## config.mk

```make
export PLATFORM = sky130hd
export DESIGN_NAME = wishbone_bridge_flat
export DESIGN_NICKNAME = d
export VERILOG_FILES = /design/src/rtl/bus_pkg.sv /design/src/rtl/wishbone_bridge_if.sv /design/src/rtl/bus_timeout_counter.sv /design/src/rtl/wishbone_bridge.sv /design/src/flat_wrapper.sv
export SDC_FILE = /design/constraint.sdc
export NUM_CORES = 1
export LEC_CHECK = 0
export ABC_AREA = 1
export CORE_UTILIZATION = 25
export DETAILED_ROUTE_END_ITERATION = 10
export PLACE_DENSITY = 0.57
export SLEW_MARGIN = 5
export SYNTH_ARGS = -nofsm -noshare
export SYNTH_HDL_FRONTEND = slang
export SYNTH_SLANG_ARGS = --single-unit
```

## constraint.sdc

```tcl
create_clock -name clock -period 1.7 [get_ports clock]
set_clock_uncertainty 0.15 [all_clocks]
set_input_delay 0.34 -clock clock [delete_from_list [all_inputs] [get_ports clock]]
set_output_delay 0.34 -clock clock [all_outputs]
set_load 0.05 [all_outputs]
```

## src/rtl/bus_pkg.sv

```systemverilog
// ============================================================================
// Module   : bus (package)
// Purpose  : Shared types and constants for the CPU-to-Wishbone bridge.
// Revision : 1.0 - initial release
// ============================================================================
`default_nettype none

package bus;

    typedef enum logic [1:0] {
        IDLE    = 2'd0,
        ACTIVE  = 2'd1,
        RESPOND = 2'd2
    } bridge_state_t;

    // Widest byte address the request struct can carry; narrower buses zero-extend.
    localparam int MAX_ADDRESS_WIDTH = 64;

    typedef struct packed {
        logic                         we;
        logic [MAX_ADDRESS_WIDTH-3:0] adr;
        logic [31:0]                  dat;
        logic [3:0]                   sel;
    } wishbone_request_t;

    localparam int DEFAULT_TIMEOUT_CYCLES = 255;

endpackage

`default_nettype wire

```

## src/rtl/wishbone_bridge_if.sv

```systemverilog
// ============================================================================
// Module   : wishbone_bridge_if
// Purpose  : Wishbone B4 classic master/slave signal bundle.
// Revision : 1.0 - initial release
// ============================================================================
`default_nettype none

interface wishbone_bridge_if #(
    parameter int ADDRESS_WIDTH = 32
);
    logic                     wb_cyc;
    logic                     wb_stb;
    logic                     wb_we;
    logic [ADDRESS_WIDTH-3:0] wb_adr;
    logic [31:0]              wb_dat_o;
    logic [3:0]               wb_sel;
    logic [31:0]              wb_dat_i;
    logic                     wb_ack;
    logic                     wb_err;

    modport master (
        output wb_cyc, wb_stb, wb_we, wb_adr, wb_dat_o, wb_sel,
        input  wb_dat_i, wb_ack, wb_err
    );

    modport slave (
        input  wb_cyc, wb_stb, wb_we, wb_adr, wb_dat_o, wb_sel,
        output wb_dat_i, wb_ack, wb_err
    );
endinterface

`default_nettype wire

```

## src/rtl/bus_timeout_counter.sv

```systemverilog
// ============================================================================
// Module   : bus_timeout_counter
// Purpose  : Counts wait cycles; flags expiry at TIMEOUT_CYCLES-1 (0 = never).
// Revision : 1.0 - initial release
// ============================================================================
`default_nettype none

module bus_timeout_counter
    import bus::*;
#(
    parameter int TIMEOUT_CYCLES = DEFAULT_TIMEOUT_CYCLES
) (
    input  wire logic clk,
    input  wire logic rst,
    input  wire logic clear,
    input  wire logic enable,
    output logic      expired
);

    generate
        if (TIMEOUT_CYCLES == 0) begin : g_disabled
            logic w_unused;
            assign w_unused = &{1'b0, clk, rst, clear, enable};
            assign expired  = 1'b0;
        end else begin : g_enabled
            localparam int         c_WIDTH = (TIMEOUT_CYCLES > 1) ? $clog2(TIMEOUT_CYCLES) : 1;
            localparam logic [c_WIDTH-1:0] c_LAST = c_WIDTH'(TIMEOUT_CYCLES - 1);

            logic [c_WIDTH-1:0] r_count_q;
            logic [c_WIDTH-1:0] w_count_d;

            always_comb begin
                w_count_d = r_count_q;
                if (clear) begin
                    w_count_d = '0;
                end else if (enable) begin
                    w_count_d = r_count_q + c_WIDTH'(1);
                end
            end

            always_ff @(posedge clk) begin
                if (rst) begin
                    r_count_q <= '0;
                end else begin
                    r_count_q <= w_count_d;
                end
            end

            assign expired = (r_count_q == c_LAST);
        end
    endgenerate

endmodule

`default_nettype wire

```

## src/rtl/wishbone_bridge.sv

```systemverilog
// ============================================================================
// Module   : wishbone_bridge
// Purpose  : Turns each CPU data access into one Wishbone classic cycle and
//            stalls the core until ack, err or timeout.
// Revision : 1.0 - initial release
// ============================================================================
`default_nettype none

module wishbone_bridge
    import bus::*;
#(
    parameter int TIMEOUT_CYCLES = DEFAULT_TIMEOUT_CYCLES,
    parameter int ADDRESS_WIDTH  = 32
) (
    input  wire logic                     clock,
    input  wire logic                     reset,
    input  wire logic                     request,
    input  wire logic                     write_enable,
    input  wire logic [ADDRESS_WIDTH-1:0] address,
    input  wire logic [31:0]              write_data,
    input  wire logic [3:0]               byte_select,
    output logic [31:0]                   read_data,
    output logic                          stall,
    output logic                          bus_error,
    wishbone_bridge_if.master             wb
);

    localparam int c_ADR_W = MAX_ADDRESS_WIDTH - 2;

    bridge_state_t     r_state_q;
    bridge_state_t     w_state_d;
    logic              r_cyc_q;
    logic              w_cyc_d;
    wishbone_request_t r_req_q;
    wishbone_request_t w_req_d;
    logic [31:0]       r_read_data_q;
    logic [31:0]       w_read_data_d;
    logic              r_bus_error_q;
    logic              w_bus_error_d;

    logic w_active;
    logic w_expired;
    logic w_done;
    logic w_unused;

    assign w_active = (r_state_q == ACTIVE);
    assign w_done   = wb.wb_err | wb.wb_ack | w_expired;

    bus_timeout_counter #(
        .TIMEOUT_CYCLES (TIMEOUT_CYCLES)
    ) u_timeout (
        .clk     (clock),
        .rst     (reset),
        .clear   (w_active & w_done),
        .enable  (w_active),
        .expired (w_expired)
    );

    // State register
    always_ff @(posedge clock) begin
        if (reset) begin
            r_state_q     <= IDLE;
            r_cyc_q       <= 1'b0;
            r_req_q       <= '0;
            r_read_data_q <= '0;
            r_bus_error_q <= 1'b0;
        end else begin
            r_state_q     <= w_state_d;
            r_cyc_q       <= w_cyc_d;
            r_req_q       <= w_req_d;
            r_read_data_q <= w_read_data_d;
            r_bus_error_q <= w_bus_error_d;
        end
    end

    // Next state
    always_comb begin
        w_state_d = r_state_q;
        case (r_state_q)
            IDLE: begin
                if (request) begin
                    w_state_d = (byte_select != 4'b0000) ? ACTIVE : RESPOND;
                end
            end
            ACTIVE: begin
                if (w_done) begin
                    w_state_d = RESPOND;
                end
            end
            RESPOND: w_state_d = IDLE;
            default: w_state_d = IDLE;
        endcase
    end

    // Registered outputs; err beats ack, and ack beats a coincident timeout
    always_comb begin
        w_cyc_d       = r_cyc_q;
        w_req_d       = r_req_q;
        w_read_data_d = r_read_data_q;
        w_bus_error_d = 1'b0;
        case (r_state_q)
            IDLE: begin
                if (request) begin
                    if (byte_select != 4'b0000) begin
                        w_cyc_d     = 1'b1;
                        w_req_d.we  = write_enable;
                        w_req_d.adr = c_ADR_W'(address[ADDRESS_WIDTH-1:2]);
                        w_req_d.dat = write_data;
                        w_req_d.sel = byte_select;
                    end else begin
                        w_read_data_d = '0;
                    end
                end
            end
            ACTIVE: begin
                if (wb.wb_err) begin
                    w_cyc_d       = 1'b0;
                    w_read_data_d = '0;
                    w_bus_error_d = 1'b1;
                end else if (wb.wb_ack) begin
                    w_cyc_d = 1'b0;
                    if (!r_req_q.we) begin
                        w_read_data_d = wb.wb_dat_i;
                    end
                end else if (w_expired) begin
                    w_cyc_d       = 1'b0;
                    w_read_data_d = '0;
                    w_bus_error_d = 1'b1;
                end
            end
            default: ;
        endcase
    end

    assign stall     = request && (r_state_q != RESPOND);
    assign read_data = r_read_data_q;
    assign bus_error = r_bus_error_q;

    assign wb.wb_cyc   = r_cyc_q;
    assign wb.wb_stb   = r_cyc_q;
    assign wb.wb_we    = r_req_q.we;
    assign wb.wb_adr   = r_req_q.adr[ADDRESS_WIDTH-3:0];
    assign wb.wb_dat_o = r_req_q.dat;
    assign wb.wb_sel   = r_req_q.sel;

    assign w_unused = &{1'b0, address[1:0], r_req_q.adr};

endmodule

`default_nettype wire

```

## src/flat_wrapper.sv

```systemverilog
// flat-port wrapper written by rule: the top's interface ports become plain ports
module wishbone_bridge_flat import bus::*;
#(
    parameter int TIMEOUT_CYCLES = DEFAULT_TIMEOUT_CYCLES,
    parameter int ADDRESS_WIDTH  = 32
)
  (clock, reset, request, write_enable, address, write_data, byte_select, read_data, stall, bus_error, wb_wb_cyc, wb_wb_stb, wb_wb_we, wb_wb_adr, wb_wb_dat_o, wb_wb_sel, wb_wb_dat_i, wb_wb_ack, wb_wb_err);
  wishbone_bridge_if #(.ADDRESS_WIDTH(ADDRESS_WIDTH)) wb_i ();
  input  wire logic clock;
  input  wire logic reset;
  input  wire logic request;
  input  wire logic write_enable;
  input  wire logic [ADDRESS_WIDTH-1:0] address;
  input  wire logic [31:0] write_data;
  input  wire logic [3:0] byte_select;
  output logic [31:0] read_data;
  output logic stall;
  output logic bus_error;
  output wire logic [$bits(wb_i.wb_cyc)-1:0] wb_wb_cyc;
  output wire logic [$bits(wb_i.wb_stb)-1:0] wb_wb_stb;
  output wire logic [$bits(wb_i.wb_we)-1:0] wb_wb_we;
  output wire logic [$bits(wb_i.wb_adr)-1:0] wb_wb_adr;
  output wire logic [$bits(wb_i.wb_dat_o)-1:0] wb_wb_dat_o;
  output wire logic [$bits(wb_i.wb_sel)-1:0] wb_wb_sel;
  input wire logic [$bits(wb_i.wb_dat_i)-1:0] wb_wb_dat_i;
  input wire logic [$bits(wb_i.wb_ack)-1:0] wb_wb_ack;
  input wire logic [$bits(wb_i.wb_err)-1:0] wb_wb_err;
  assign wb_wb_cyc = wb_i.wb_cyc;
  assign wb_wb_stb = wb_i.wb_stb;
  assign wb_wb_we = wb_i.wb_we;
  assign wb_wb_adr = wb_i.wb_adr;
  assign wb_wb_dat_o = wb_i.wb_dat_o;
  assign wb_wb_sel = wb_i.wb_sel;
  assign wb_i.wb_dat_i = wb_wb_dat_i;
  assign wb_i.wb_ack = wb_wb_ack;
  assign wb_i.wb_err = wb_wb_err;
  wishbone_bridge #(.TIMEOUT_CYCLES(TIMEOUT_CYCLES), .ADDRESS_WIDTH(ADDRESS_WIDTH)) u_core (.clock(clock), .reset(reset), .request(request), .write_enable(write_enable), .address(address), .write_data(write_data), .byte_select(byte_select), .read_data(read_data), .stall(stall), .bus_error(bus_error), .wb(wb_i));
endmodule
```

# After elaboration in Yosys (flattened, before gate mapping)
# Index checks and enable logic that the tools add are counted.
[op_classes] add_sub_neg=1 eq_ne=9 n_mux=20 bitwise_logic=4 n_reduce_logical=10
[ops] cell="32-bit 2-to-1 mux" count=6
[ops] cell="32-bit case mux with 2 select lines" count=1
[ops] cell="8-bit by 1-bit adder with 8-bit output (second input constant)" count=1
[ops] cell="8-bit equality test (second input constant)" count=1
[ops] cell="1-bit 2-to-1 mux" count=8
[ops] cell="2-bit inequality test (second input constant)" count=4
[ops] cell="4-bit inequality test (second input constant)" count=2
[ops] cell="2-bit 2-to-1 mux" count=3
[ops] cell="5-bit AND reduction" count=1
[ops] cell="2-bit case mux with 2 select lines" count=1
[ops] cell="4-bit AND reduction" count=1
[ops] cell="4-bit nonzero test" count=1
[ops] cell="2-bit OR reduction" count=2
[ops] cell="3-bit AND reduction" count=1
[ops] cell="2-bit by 1-bit equality test with 1-bit output (second input constant)" count=1
[ops] cell="2-bit logical NOT" count=1
[ops] cell="2-bit by 1-bit inequality test with 1-bit output (second input constant)" count=1
[ops] cell="1-bit OR" count=2
[ops] cell="1-bit case mux with 2 select lines" count=1
[ops] cell="2-bit AND reduction" count=1
[ops] cell="2-bit nonzero test" count=1
[ops] cell="1-bit AND" count=1
[ops] cell="1-bit logical AND" count=1
[ops] cell="1-bit inverter" count=1
[word_totals] ff_bits=111 output_inout_bits=103

# Depth between registers and ports, before layout
# Gate-level depths: netlist of the first run.
[logic_depth] word_depth=5 ltp_mapped=11 mapped_depth_nobuf=10

# By module
# A second synthesis of the first run with hierarchy kept.
[unflattened] cells_unflattened=596 hier_area_um2=4451.8
[modules_own_cells] module="wishbone_bridge" instances=1 cells_each=542 area_each_um2=4068.9
[modules_own_cells] module="bus_timeout_counter" instances=1 cells_each=54 area_each_um2=382.9

# Least setup slack after synthesis of the first run
# No wires, ideal clock.
[synth_path] path_type="register -> output" start="register u_core.r_state_q[0]" end="output stall" arrival_ps=1202 required_time_ps=1210 path_slack_ps=8 stages_incl_launch_ff=3 path_cell_list="dfxtp_1 -> inv_2 -> a21oi_1"
[synth_via] elab_chain_cells=2
[synth_rtl] element="from (decl)" line_no="wishbone_bridge.sv:30" text="bridge_state_t r_state_q;"
[synth_rtl] element="from (signal assigned)" line_no="wishbone_bridge.sv:68" text="r_state_q <= w_state_d;"
[synth_rtl] element="2-bit inequality test" line_no="wishbone_bridge.sv:135" text="assign stall = request && (r_state_q != RESPOND);"
[synth_rtl] element="1-bit logical AND" line_no="wishbone_bridge.sv:135"
[synth_rtl] element="to (decl)" line_no="flat_wrapper.sv:17" text="output logic stall;"
# Every way passes these cells.

# Worst setup path in the final report of the first run
[layout_path] start="input byte_select[2]" end="register u_core.r_read_data_q[18] (netlist: u_core.read_data[18])"
[layout_via] elab_chain_cells=3
[layout_rtl] element="from (decl)" line_no="flat_wrapper.sv:15" text="input wire logic [3:0] byte_select;"
[layout_rtl] element="4-bit nonzero test" line_no="wishbone_bridge.sv:104" text="if (byte_select != 4'b0000) begin"
[layout_rtl] element="2-bit inequality test (no source line)"
[layout_rtl] element="5-bit AND reduction (no source line)"
[layout_rtl] element="to (signal assigned)" line_no="wishbone_bridge.sv:71" text="r_read_data_q <= w_read_data_d;"
[layout_rtl] element="to (decl)" line_no="wishbone_bridge.sv:36" text="logic [31:0] r_read_data_q;"
# Every way passes these cells.
# A chain may end at the register's enable or synchronous reset.

==> results of run 1 <==
## what timing repair did
item	in CTS	in global routing
pin swaps	0	11
buffers inserted	0	10
cloned	0	2
setup endpoints to repair	3	91
resized for setup	4	50
## how the worst max path moves through the flow
| stage | start | end | slack [ps] | cells past startpoint |
|---|---|---|---|---|
| final | byte_select[2] | u_core.read_data[18] | 60 | 10 |
| after global routing | u_core.r_state_q[0] | u_core.read_data[11] | -30 | 8 |
| after CTS | wb_wb_ack | u_core.read_data[11] | 4 | 10 |
| after detailed placement | byte_select[2] | u_core.read_data[18] | -380 | 10 |
| after global placement | byte_select[2] | u_core.read_data[7] | -340 | 10 |
| after floorplan | u_core.r_state_q[0] | stall | 8 | 2 |
## registers in the layout, summed over array words and instances (netlist names)
name and count:
u_core.wb.wb_dat_o 32, u_core.read_data 32, u_core.wb.wb_sel 4, u_core.r_state_q 2
u_core.wb.wb_we 1, u_core.wb.wb_adr 30, u_core.u_timeout.g_enabled.r_count_q 8, u_core.bus_error 1
u_core.wb.wb_cyc 1
## critical path: stages
cell	delay, ps
clkdlybuf4s50_1	430
nor2_2	150
nand2_2	80
nand2_4	100
nand2_2	80
nor2_4	170
buf_12	180
nand3_1	80
nand2_1	60
nor2_1	40
## metal layers
metal | share of wire | vias to the layer above
li1 | - | 2315
met1 | 0.43 | 1961
met2 | 0.47 | 124
met3 | 0.087 | 10
met4 | 0.011 | 0
met5 | 0 | -
## synth_stat cells
master    instances
ha_1              2
nor3_1            2
xnor2_1           2
nor2_2            2
inv_1            35
nor2_1          227
o211a_1           1
nand3_2           2
nand3b_4          1
nand2_4           2
clkbuf_1         18
o21bai_1          1
nand3b_1          1
nor2_8            1
nand2_1          83
buf_6             9
a31oi_1           1
o21ai_1           2
or2_2             1
a21oi_1           5
buf_2             6
nand2_2           1
dfxtp_1         111
clkbuf_2          1
o21ai_0          65
nor2_4            3
inv_2             4
nor3b_1           2
nand4_1           1
buf_4             2
nand3_1          20
xor2_1            1
## power breakdown
part | internal (mW) | leakage [nW] | total, mW | switching, mW
clock | 1.40 | 0.165 | 2.37 | 0.966
sequential | 2.84 | 0.916 | 3.08 | 0.241
combinational | 1.34 | 2.50 | 2.76 | 1.42
## logic make-up after synthesis
group           Yosys count  share of synthesized area
compound gates           75                     0.0860
buf+inv                  75                     0.0818
simple gates            349                      0.323
fa+ha+maj                 2                    0.00560
xor+xnor                  3                    0.00588
flops                   111                      0.497
## cell type report
type / instances / area, um^2
Sequential cell: 111 / 2220
Inverter: 39 / 155
Timing Repair inverter: 1 / 7.51
Fill cell: 1638 / 8990
Tap cell: 225 / 282
Clock buffer: 12 / 267
Timing Repair Buffer: 234 / 3410
Multi-Input combinational cell: 429 / 1960
Clock inverter: 3 / 65.1
## metrics by stage
step / setup slack (ps) / power [mW] / util / hold slack [ps]
finish: 55.4 / 8.20 / 0.482 / 255
floorplan: 7.70 / 4.35 / - / 259
global route: -33.0 / 8.55 / 0.482 / 235
global placement: -344 / 5.81 / 0.449 / 320
detailed placement: -384 / 5.82 / 0.449 / 330
CTS: 3.66 / 8.23 / 0.469 / 340
==> impl_metrics.ini, run 1 <==
[cells_and_area]
nNetsFinal = 933
syn2layout_area_growth_pct = 87.3
final_common_cell = nor2_1
layout_common_cells = 216 x nor2_1, 109 x buf_12, 109 x dfxtp_1
layout.cell_area.non_filler_um2 = 8370
antenna_cells = 0
drive_above_1_share = 0.223
instances_no_fill = 1054

[sta]
rsz0062_at_grt = yes
setup_tns_ps = 0
post-route-min-period_ps = 1640
relSlewSlack = 0.799
fmax_ghz = 0.608
slew_viol_final = 0
timing.final.crit_share = 0.967
setup_viol = 0
hold_violations = 0
worst_pin_slew_ps = 302

[clock_tree]
cts_root_buf = clkbuf_16
cts_tree = yes
hold_buffers = 0
clk_transition_reported_paths_ps = 70
cts_made_buffers = 9
clock_sinks = 111
h-tree-depth = 3
clk_latency_ps = 350
clock_path_buffers = 2

[placed_design]
dp.cells = 1027
placed_cell_area_um2 = 7790
gp_congestion = 0.743
portBuffers = 206
post-dp-hpwl_um = 9500

[global_route]
grt.total_usage = 0.148
global_route.overflow_total = 0
grt_start_max_net_pins = 69
grt_antenna_before_repair = 0
use_met2 = 0.239
grt.busiest_layer = met2
grt_pass1_wl_um = 21300
use_met3 = 0.0711
grtUsageMet1 = 0.178
grt_pass1_vias = 4140

[critical_path]
critPathKind = in -> reg
critPathMaxFanout = 19
setup.worst_path.start_class = primary input
arrival_ps = 1740
worst_setup_path_end_kind = flop
rr_endpoint = u_core.read_data[18]
r2r_slack_ps = 80
reg2regPathDepth = 9
required_ps = 1790
r2r_start = u_core.r_state_q[1]

[yosys]
ys.warnings.count = 0
synth.distinct_cells = 32
synth_nets = 723
yosys.area.top_type = dfxtp_1
ys_seq_elements = 111
synth.cell_area_um2 = 4470
synthTopCellsByArea = dfxtp_1 50%, nor2_1 19%, o21ai_0 7.3%
synth_top_area_frac = 0.497
syn_inst = 615
ys_seq_area_frac = 0.497
syn-mean-instance-area_um2 = 7.26

[min_path]
min_from = wb_wb_err
min_to = u_core.bus_error
hold_class = in -> reg
min_delay_path_depth = 2

[floorplan]
row_count = 48
die_w_um = 136
die_y_um = 136
pin_count = 209
initial_core_util = 0.257
die_area_um2 = 18400
core_area_um2 = 17400

[route]
drt-initial-drc-count = 124
wl_per_cell_um = 13.2
first_pass_iters = 4
wirelength_um = 13900
drc = 0
viasPerCell = 4.18
dr_total_vias = 4410
drtAntennaViolNets = 0

[power_and_ir_drop]
p_per_area_nw_per_um2 = 981
power_leakage_nw = 3.58
ir_drop_uv = 554

[status]
status = completed

[run]
maxCapViolations = 0
Note: power is estimated with default switching activity, not from simulation.
==> run 2, diff against run 1 <==
Settings changed: CAP_MARGIN set to 15, SLEW_MARGIN 5 to unset.
==> results of run 2 <==
No change in the layout: final DEF, timing and power equal those of run 1.
==> run 3, diff against run 2 <==
Settings changed: SKIP_LAST_GASP set to 1.
==> impl_metrics.ini, run 3 (synthesis results as in run 1) <==
[clock_tree]
cts_tree = yes
cts_root_buf = clkbuf_16
clock_path_buffers = 2
h-tree-depth = 3
cts_made_buffers = 9
clock_sinks = 111
clk_latency_ps = 350
clk_transition_reported_paths_ps = 70
hold_buffers = 0

[critical_path]
path_cells = clkdlybuf4s50_1, nor2_2, nand2_1, nand2_4, nand2_2, nor2_4, buf_12, nand3_1, nand2_1, nor2_1
r2r_start = u_core.r_state_q[0]
crit_family = simple AND/OR/NAND/NOR gates
critPathMaxFanout = 19
arrival_ps = 1750
cp_common_cell = nand2_1
path_buf_inv = 2
required_ps = 1790
setup.worst_path.start_class = primary input
cp_slowest_cell = clkdlybuf4s50_1
max_stage_delay_ps = 430
worst_setup_path_end_kind = flop
startpoint = byte_select[2]
critPathKind = in -> reg

[min_path]
min_from = wb_wb_err
hold_class = in -> reg

[global_route]
grt.total_usage = 0.148
global_route.overflow_total = 0
grt_antenna_before_repair = 0
grt_pass1_wl_um = 21300
grt_pass1_vias = 4140
grt_start_max_net_pins = 69

[cells_and_area]
final_core_util = 0.482
drive_above_1_share = 0.221
antenna_cells = 0
layout_common_cells = 217 x nor2_1, 109 x buf_12, 109 x dfxtp_1
final_common_cell = nor2_1
nNetsFinal = 933
syn2layout_area_growth_pct = 87.2
instances_no_fill = 1054

[sta]
timing.final.crit_share = 0.975
setup_viol = 0
slew_viol_final = 0
post-route-min-period_ps = 1660
relSlewSlack = 0.799
setup_ws_ps = 43.3
rsz0062_at_grt = yes
fmax_ghz = 0.604
hold_violations = 0
setup_tns_ps = 0
worst_pin_slew_ps = 302

[route]
wirelength_um = 13900
first_pass_iters = 4
drc = 0
wl_per_cell_um = 13.1
dr_total_vias = 4410
viasPerCell = 4.18
drtAntennaViolNets = 0
drt-initial-drc-count = 123

[placed_design]
dp.cells = 1027
portBuffers = 206
post-dp-hpwl_um = 9500
gp_congestion = 0.743
place_ws_ps = -384

[floorplan]
core_area_um2 = 17400
initial_core_util = 0.257
die_w_um = 136
die_area_um2 = 18400
die_y_um = 136
pin_count = 209
row_count = 48

[power_and_ir_drop]
fin_total_pwr_mw = 8.20
power_leakage_nw = 3.58
p_per_area_nw_per_um2 = 981
ir_drop_uv = 551

[status]
status = completed

[run]
maxCapViolations = 0
==> run 3: cell counts in the layout (fill, tap and decap cells not counted) <==
No cell type changed its count.
==> run 3: what timing repair did <==
item,CTS,global route
pin swaps,0,8
gates resized for setup,4,47
gates cloned,0,2
setup buffers,0,10
endpoints found under the setup margin,3,91
==> run 3: per-layer routing <==
layer	vias up	wire [um]	track usage
met5	-	0	0
met4	0	155	0.0300
met3	10	1210	0.0711
met2	126	6470	0.239
met1	1960	6010	0.178
li1	2314	-	-
==> run 3: report_power, final <==
| group | switching, mW | leakage [nW] | internal [mW] |
|---|---|---|---|
| logic | 1.42 | 2.50 | 1.34 |
| registers | 0.240 | 0.916 | 2.84 |
| clock network | 0.962 | 0.165 | 1.40 |
| total | 2.62 | 3.58 | 5.58 |
==> run 3: cell type report <==
type                       count  area (um^2)
tap                          225          282
timing repair buffer         234         3410
multi-input combinational    429         1950
fill                        1638         9000
timing repair inverter         1         7.51
clock buffer                  12          267
clock inverter                 3         65.1
sequential                   111         2220
inverter                      39          153
==> run 3: per-stage QoR <==
stage	instance area (um^2)	hold WS, ps
after floorplan	4470	259
after global placement	7790	320
after detailed placement	7790	330
after CTS	8130	340
after global routing	8360	235
final	8360	255
==> run 3: worst paths after layout <==
check,to,slack (ps),depth (start not counted)
setup / recovery,u_core.read_data[18],40,10
hold / removal,u_core.bus_error,250,2
setup reg to reg,u_core.read_data[18],80,10
hold reg to reg,u_core.u_timeout.g_enabled.r_count_q[7],340,2
